**src/rtl/m10_seq.sv**
```systemverilog
// Sequencer that streams one packed binary row from memory into the first-moment
// datapath, then waits for the datapath's result and captures it.
module m10_seq #(
  parameter int unsigned TIMEOUT = 32
) (
  input  logic        clk,
  input  logic        nrst,
  input  logic        start,
  input  logic [15:0] base_addr,
  input  logic [8:0]  n_words,
  input  logic [10:0] x_origin,
  output logic        mem_rd,
  output logic [15:0] mem_addr,
  input  logic [7:0]  mem_rdata,
  output logic [7:0]  idata,
  output logic [10:0] hcount,
  output logic        cnt_en,
  output logic        rd_done,
  input  logic        m10_done,
  input  logic [31:0] m10_data,
  output logic        busy,
  output logic [31:0] result,
  output logic        result_valid,
  output logic        err
);

  localparam int unsigned TW = (TIMEOUT < 2) ? 1 : $clog2(TIMEOUT + 1);

  typedef enum logic [2:0] {
    S_IDLE,
    S_CLR,
    S_RD,
    S_TAIL,
    S_FIN,
    S_WAIT
  } state_t;

  state_t      state_q;
  logic [15:0] base_q;
  logic [8:0]  n_q;
  logic [10:0] x_q;
  logic [8:0]  idx_q;
  logic [TW-1:0] tcnt_q;
  logic        mem_rd_q;
  logic [15:0] mem_addr_q;
  logic [10:0] hcount_q;
  logic        cnt_en_q;
  logic        rd_done_q;
  logic        busy_q;
  logic [31:0] result_q;
  logic        result_valid_q;
  logic        err_q;
  logic        rd_dly_q;

  // All outputs are registered and computed on the transition into the state
  // that presents them, so each state's outputs appear in its first cycle.
  always_ff @(posedge clk or negedge nrst) begin
    if (!nrst) begin
      state_q        <= S_IDLE;
      base_q         <= '0;
      n_q            <= '0;
      x_q            <= '0;
      idx_q          <= '0;
      tcnt_q         <= '0;
      mem_rd_q       <= 1'b0;
      mem_addr_q     <= '0;
      hcount_q       <= '0;
      cnt_en_q       <= 1'b0;
      rd_done_q      <= 1'b0;
      busy_q         <= 1'b0;
      result_q       <= '0;
      result_valid_q <= 1'b0;
      err_q          <= 1'b0;
      rd_dly_q       <= 1'b0;
    end else begin
      err_q          <= 1'b0;
      result_valid_q <= 1'b0;
      rd_dly_q       <= mem_rd_q;
      unique case (state_q)
        S_IDLE: begin
          if (start) begin
            if (n_words == '0) begin
              err_q <= 1'b1;
            end else begin
              base_q   <= base_addr;
              n_q      <= n_words;
              x_q      <= x_origin;
              cnt_en_q <= 1'b1;
              busy_q   <= 1'b1;
              state_q  <= S_CLR;
            end
          end
        end
        S_CLR: begin
          cnt_en_q   <= 1'b0;
          mem_rd_q   <= 1'b1;
          mem_addr_q <= base_q;
          hcount_q   <= x_q;
          idx_q      <= '0;
          state_q    <= S_RD;
        end
        S_RD: begin
          if (idx_q == n_q - 9'd1) begin
            mem_rd_q   <= 1'b0;
            mem_addr_q <= '0;
            hcount_q   <= '0;
            state_q    <= S_TAIL;
          end else begin
            idx_q      <= idx_q + 9'd1;
            mem_addr_q <= mem_addr_q + 16'd1;
            hcount_q   <= hcount_q + 11'd8;
          end
        end
        S_TAIL: begin
          rd_done_q <= 1'b1;
          state_q   <= S_FIN;
        end
        S_FIN: begin
          rd_done_q <= 1'b0;
          tcnt_q    <= '0;
          state_q   <= S_WAIT;
        end
        S_WAIT: begin
          if (m10_done) begin
            result_q       <= m10_data;
            result_valid_q <= 1'b1;
            busy_q         <= 1'b0;
            state_q        <= S_IDLE;
          end else if (tcnt_q == TW'(TIMEOUT - 1)) begin
            err_q   <= 1'b1;
            busy_q  <= 1'b0;
            state_q <= S_IDLE;
          end else begin
            tcnt_q <= tcnt_q + 1'b1;
          end
        end
        default: state_q <= S_IDLE;
      endcase
    end
  end

  assign mem_rd       = mem_rd_q;
  assign mem_addr     = mem_addr_q;
  assign hcount       = hcount_q;
  assign cnt_en       = cnt_en_q;
  assign rd_done      = rd_done_q;
  assign busy         = busy_q;
  assign result       = result_q;
  assign result_valid = result_valid_q;
  assign err          = err_q;
  // Read data arrives one cycle after the strobe; pass it straight through then.
  assign idata        = rd_dly_q ? mem_rdata : 8'h00;

endmodule

```
**config.mk**
```make
export PLATFORM = sky130hd
export DESIGN_NAME = m10_seq
export DESIGN_NICKNAME = d
export VERILOG_FILES = /design/src/rtl/m10_seq.sv
export SDC_FILE = /design/constraint.sdc
export NUM_CORES = 1
export LEC_CHECK = 0
export CAP_MARGIN = 25
export CORE_MARGIN = 5
export CORE_UTILIZATION = 44
export DETAILED_ROUTE_END_ITERATION = 12
export PLACE_DENSITY = 0.77
export SLEW_MARGIN = 5
export SYNTH_ARGS = -nofsm -noshare
export SYNTH_HDL_FRONTEND = slang
export SYNTH_SLANG_ARGS = --single-unit
```
**constraint.sdc**
```tcl
create_clock -name clk -period 2.4 [get_ports clk]
set_clock_uncertainty 0.1 [all_clocks]
set_input_delay 0.36 -clock clk [delete_from_list [all_inputs] [get_ports clk]]
set_output_delay 0.36 -clock clk [all_outputs]
set_load 0.005 [all_outputs]
```
# ---- Word level (Yosys, flattened, before mapping)
# Cells that the tools add are included.
dict set report totals {
  out_inout_bits 73
  reg_bits 120
  word_cells 83
  in_bits 80
}
dict set report classes {
  n_mux 32
  addsub 5
  bitwise 1
  n_reduce_logical 15
  eq_ne 14
}
# op count
set ops {}
lappend ops {{$pmux 16 s2} 1}
lappend ops {{$pmux 11 s2} 1}
lappend ops {{$pmux 3 s6} 1}
lappend ops {{$pmux 9 s2} 1}
lappend ops {{$add 16x1->16 const B} 1}
lappend ops {{$mux 16} 1}
lappend ops {{$mux 3} 5}
lappend ops {{$mux 6} 2}
lappend ops {{$ne 2x2->1 const B} 6}
lappend ops {{$pmux 6 s2} 1}
lappend ops {{$add 11x4->11 const B} 1}
lappend ops {{$mux 1} 11}
lappend ops {{$mux 11} 1}
lappend ops {{$pmux 1 s2} 5}
lappend ops {{$reduce_bool 2->1} 5}
lappend ops {{$add 9x1->9 const B} 1}
lappend ops {{$eq 9x9->1} 1}
lappend ops {{$logic_not 9->1} 1}
lappend ops {{$mux 9} 1}
lappend ops {{$reduce_and 3->1} 3}
lappend ops {{$sub 9x1->9 const B} 1}
lappend ops {{$mux 8} 1}
lappend ops {{$reduce_and 4->1} 2}
lappend ops {{$add 6x1->6 const B} 1}
lappend ops {{other kinds (8)} 12}

# ---- Logic depth before layout (Yosys ltp)
# Gate-level depths: netlist of the first run.
dict set report logic_depth {
  ltp_word 4
  ltp_mapped 10
}

# ---- Worst setup path before layout of the first run
# Ideal clock, no wire load.
dict set report synth_timing {
  kind {reg-to-reg}
  from {register n_q[0]}
  to {register idx_q[1]}
  n_path_buf 1
  path_stages_with_launch 10
  required_time_ps 2180
  arrival_time_ps 2347
  setup_slack_ps -166
  setup_ps 120
  period_less_slack_ps 2566
  path_cell_list {dfrtp_1 > inv_1 > ha_1 > or3b_2 > nor4_1 > a21oi_1 > or4_1 > buf_2 > and3_1 > a31o_1}
}
dict set report synth_via {
  elab_chain_cells 4
}
# element line_no
set synth_lines {}
lappend synth_lines {{from (decl)} 40} ;# logic [8:0] n_q;
lappend synth_lines {{from (signal assigned)} 86} ;# n_q <= n_words;
lappend synth_lines {{$sub 9x1->9} 103} ;# if (idx_q == n_q - 9'd1) begin
lappend synth_lines {{$eq 9x9->1} 103}
lappend synth_lines {{$ne 2x2->1 (no line)} n/a}
lappend synth_lines {{$reduce_and 2->1 (no line)} n/a}
lappend synth_lines {{to (signal assigned)} 109} ;# idx_q <= idx_q + 9'd1;
lappend synth_lines {{to (decl)} 42} ;# logic [8:0] idx_q;
# No other way between the ends.
# A chain may end at the register's enable or synchronous reset.

# ---- Final worst setup path of the first run
dict set report layout_timing {
  from {register n_q[0]}
  to {register idx_q[5]}
}
# The elaborated chain is that of the path after synthesis.

==> flow_summary.yaml, run 1 <==
power_and_ir_drop:
  p_per_area_nw_per_um2: 1250
  peakVddDrop_mv: 0.559
  power_mw: 10.4
  p_leak_nw: 3.52
layout:
  antenna_cells: 0
  syn_to_final_growth_pct: 47.6
  layout.cells.non_filler: 914
  drive_gt1_frac: 0.181
  fin_area_um2: 8320
  finalNetCount: 814
  final_util: 0.662
  regArea_um2: 3000
  fillers: 936
  multiInputGateArea_um2: 2640
sta:
  max_freq_ghz: 0.386
  max-slew-margin-rel: 0.552
  finalHoldViolations: 0
  setup_ws_ns: -0.193
  min_period_over_period: 1.08
  setup_violations: 36
  tightest_slew_ns: 0.663
  maxSlewViolCount: 0
  min_period_ns: 2.59
  rsz0062_at_grt: "true"
yosys:
  yosysTopAreaCell: "dfrtp_1"
  synth_area_um2: 5640
  synth_top_cell_area_share: 0.533
  synth_xor_area_frac: 0.0217
  ys_seq_elements: 120
  netlist_top_cells_area: "dfrtp_1, nand2_1, mux2_2"
  ys_warn_count: 0
  synth.most_common_cell: "nand2_1"
  yosys.area_share.simple: 0.224
  seq_area_frac_synth: 0.533
  syn_avg_cell_area_um2: 10.2
  synth_compound_area_frac: 0.102
  synthFlopType: "dfrtp_1"
  synthCells: 554
  synth_top_family_by_area: "simple AND/OR/NAND/NOR gates"
  synth_common_cells: "nand2_1, dfrtp_1, mux2_2, nand3_1, clkbuf_1"
  syn_nets: 639
  synthArstFlopShare: 1.00
  ys_types: 57
  synth_mux_area_frac: 0.0803
  synth_edf_count: 0
  synthAdderAreaFrac: 0.0111
setup_path:
  crit_family: "simple AND/OR/NAND/NOR gates"
  cp_common_cell: "or4_4"
  path_max_fanout: 6
  path_class: "reg2reg"
  crit_required_ns: 2.66
  crit_arrival_ns: 2.85
  slowest_stage: "or4_4"
  max_stage_delay_ns: 0.61
  startpoint_type: "register"
  cp_cell_sequence: "or4_4, a2111oi_4, nor3_4, or4_4, buf_6, a211o_1, nand2_1"
  crit_buf_inv: 1
  rrSetupSlack_ns: -0.19
  end_kind: "register"
hold_path:
  hp-class: "in2async"
detailed_routing:
  vias: 4947
  drt-pass1-iter-count: 5
  wl_per_cell_um: 17.3
  routed_wl_um: 15800
  first_iter_violations: 342
  ant_nets: 0
  drt-vias-per-instance: 5.41
  drcViolationCount: 0
status:
  status: "complete, but fails checks"
  violations: "negative setup slack"
place:
  dp_hpwl_um: 10800
  place_ws_ns: -0.197
  placed_area_um2: 7570
  io_buffers: 152
  place_congestion: 0.813
  dp_cells: 878
floorplanning:
  core_um2: 12600
  fp.dieW_um: 123
  io_pins: 153
  dieArea_um2: 15200
  rows: 41
  start_util: 0.449
  die_h_um: 123
grt:
  grt_use_total: 0.217
  grt_pass1_vias: 5289
  antenna_found_initial: 0
  grt_max_degree: 76
  grt_pass1_wl_um: 25800
  grt_overflow: 0
cts:
  numClockSinks: 120
  clk_latency_ns: 0.42
  cts_buffer_depth: 2
  h-tree-depth: 4
  path_clk_slew_ns: 0.06
  cts-root-buf: "clkbuf_16"
  tritoncts: "done"
  cts_buffers: 17
flow_run:
  cap_violations: 0
==> final timing paths <==
check / from / end / depth (start not counted)
worst min register to register: mem_rd$_DFFE_PN0P_ / rd_dly_q$_DFF_PN0_ / 0
worst max-delay path: n_q[0]$_DFFE_PN0P_ / idx_q[5]$_DFFE_PN0P_ / 7
max in group asynchronous: nrst / n_q[5]$_DFFE_PN0P_ / 3
min in group clk: mem_rd$_DFFE_PN0P_ / rd_dly_q$_DFF_PN0_ / 0
worst max register to register: n_q[0]$_DFFE_PN0P_ / idx_q[5]$_DFFE_PN0P_ / 7
worst min-delay path: nrst / result_valid$_DFF_PN0_ / 2
==> repair_timing <==
item	4_1_cts	5_1_grt
gates cloned	2	0
pin swaps	20	5
hold endpoints to repair	120	0
buffers inserted	1	0
endpoints found under the setup margin	34	38
gates resized for setup	12	14
hold buffers	1	0
==> report_power, final <==
group | switching [mW] | total [mW] | internal (mW)
Combinational | 1.89 | 4.17 | 2.28
Clock | 0.924 | 2.57 | 1.65
Sequential | 0.761 | 3.68 | 2.92
Total | 3.57 | 10.4 | 6.86
==> layout make-up <==
class,instances,share of cell area
clock inverter,13,0.0183
multi-input combinational,393,0.317
clock buffer,19,0.0532
sequential,120,0.361
timing repair buffer,185,0.219
inverter,12,0.00541
tap,172,0.0259
==> sequential cells by signal, summed over array words and instances, names as in the netlist, 3 cells and up <==
name      cells
result       32
mem_addr     16
state_q       3
tcnt_q        6
x_q          11
hcount       11
idx_q         9
n_q           9
base_q       16
==> cell usage in the layout, fill, tap and decap left out, types with 7 or more instances in the layout <==
cell type	count
nor2_1	15
nand4_1	19
mux2i_1	7
xnor2_1	7
nand3_1	31
dfrtp_1	120
o21ai_0	12
mux2_2	34
buf_4	24
clkdlybuf4s50_1	151
or4_1	11
a22oi_1	15
nand2_1	121
and2_1	9
clkbuf_16	17
nor3_1	9
inv_1	12
xor2_1	7
==> logic make-up (layout without fill, tap and decap cells) <==
family	after synthesis	after routing
flip-flops	120	120
XOR/XNOR	14	14
adder cells (fa/ha/maj)	5	5
AND/OR/NAND/NOR	256	256
AO/OA/AOI/OAI	77	77
buffers and inverters	41	229
multiplexers	41	41
==> per-stage QoR <==
step | hold slack (ns) | setup TNS [ns]
4_1_cts | 0.174 | -2.94
6_report | 0.199 | -4.19
5_1_grt | 0.211 | -7.05
2_1_floorplan | -0.0356 | -0.653
3_3_place_gp | 0.0767 | -6.14
3_5_place_dp | 0.0769 | -8.99
==> metal layers <==
layer	GRT usage	vias up	part of all wire
met1	0.251	2399	0.40
met2	0.352	194	0.49
met5	0	-	0
met4	0.0927	0	0.020
met3	0.0919	28	0.097
li1	-	2326	-
Note: power is estimated with default switching activity, not from simulation.
==> inputs of run 2 (changes only) <==
- ABC_CLOCK_PERIOD_IN_PS: unset -> 2400
==> results of run 2 <==
Final layout, timing and power as in run 1 (identical DEF).
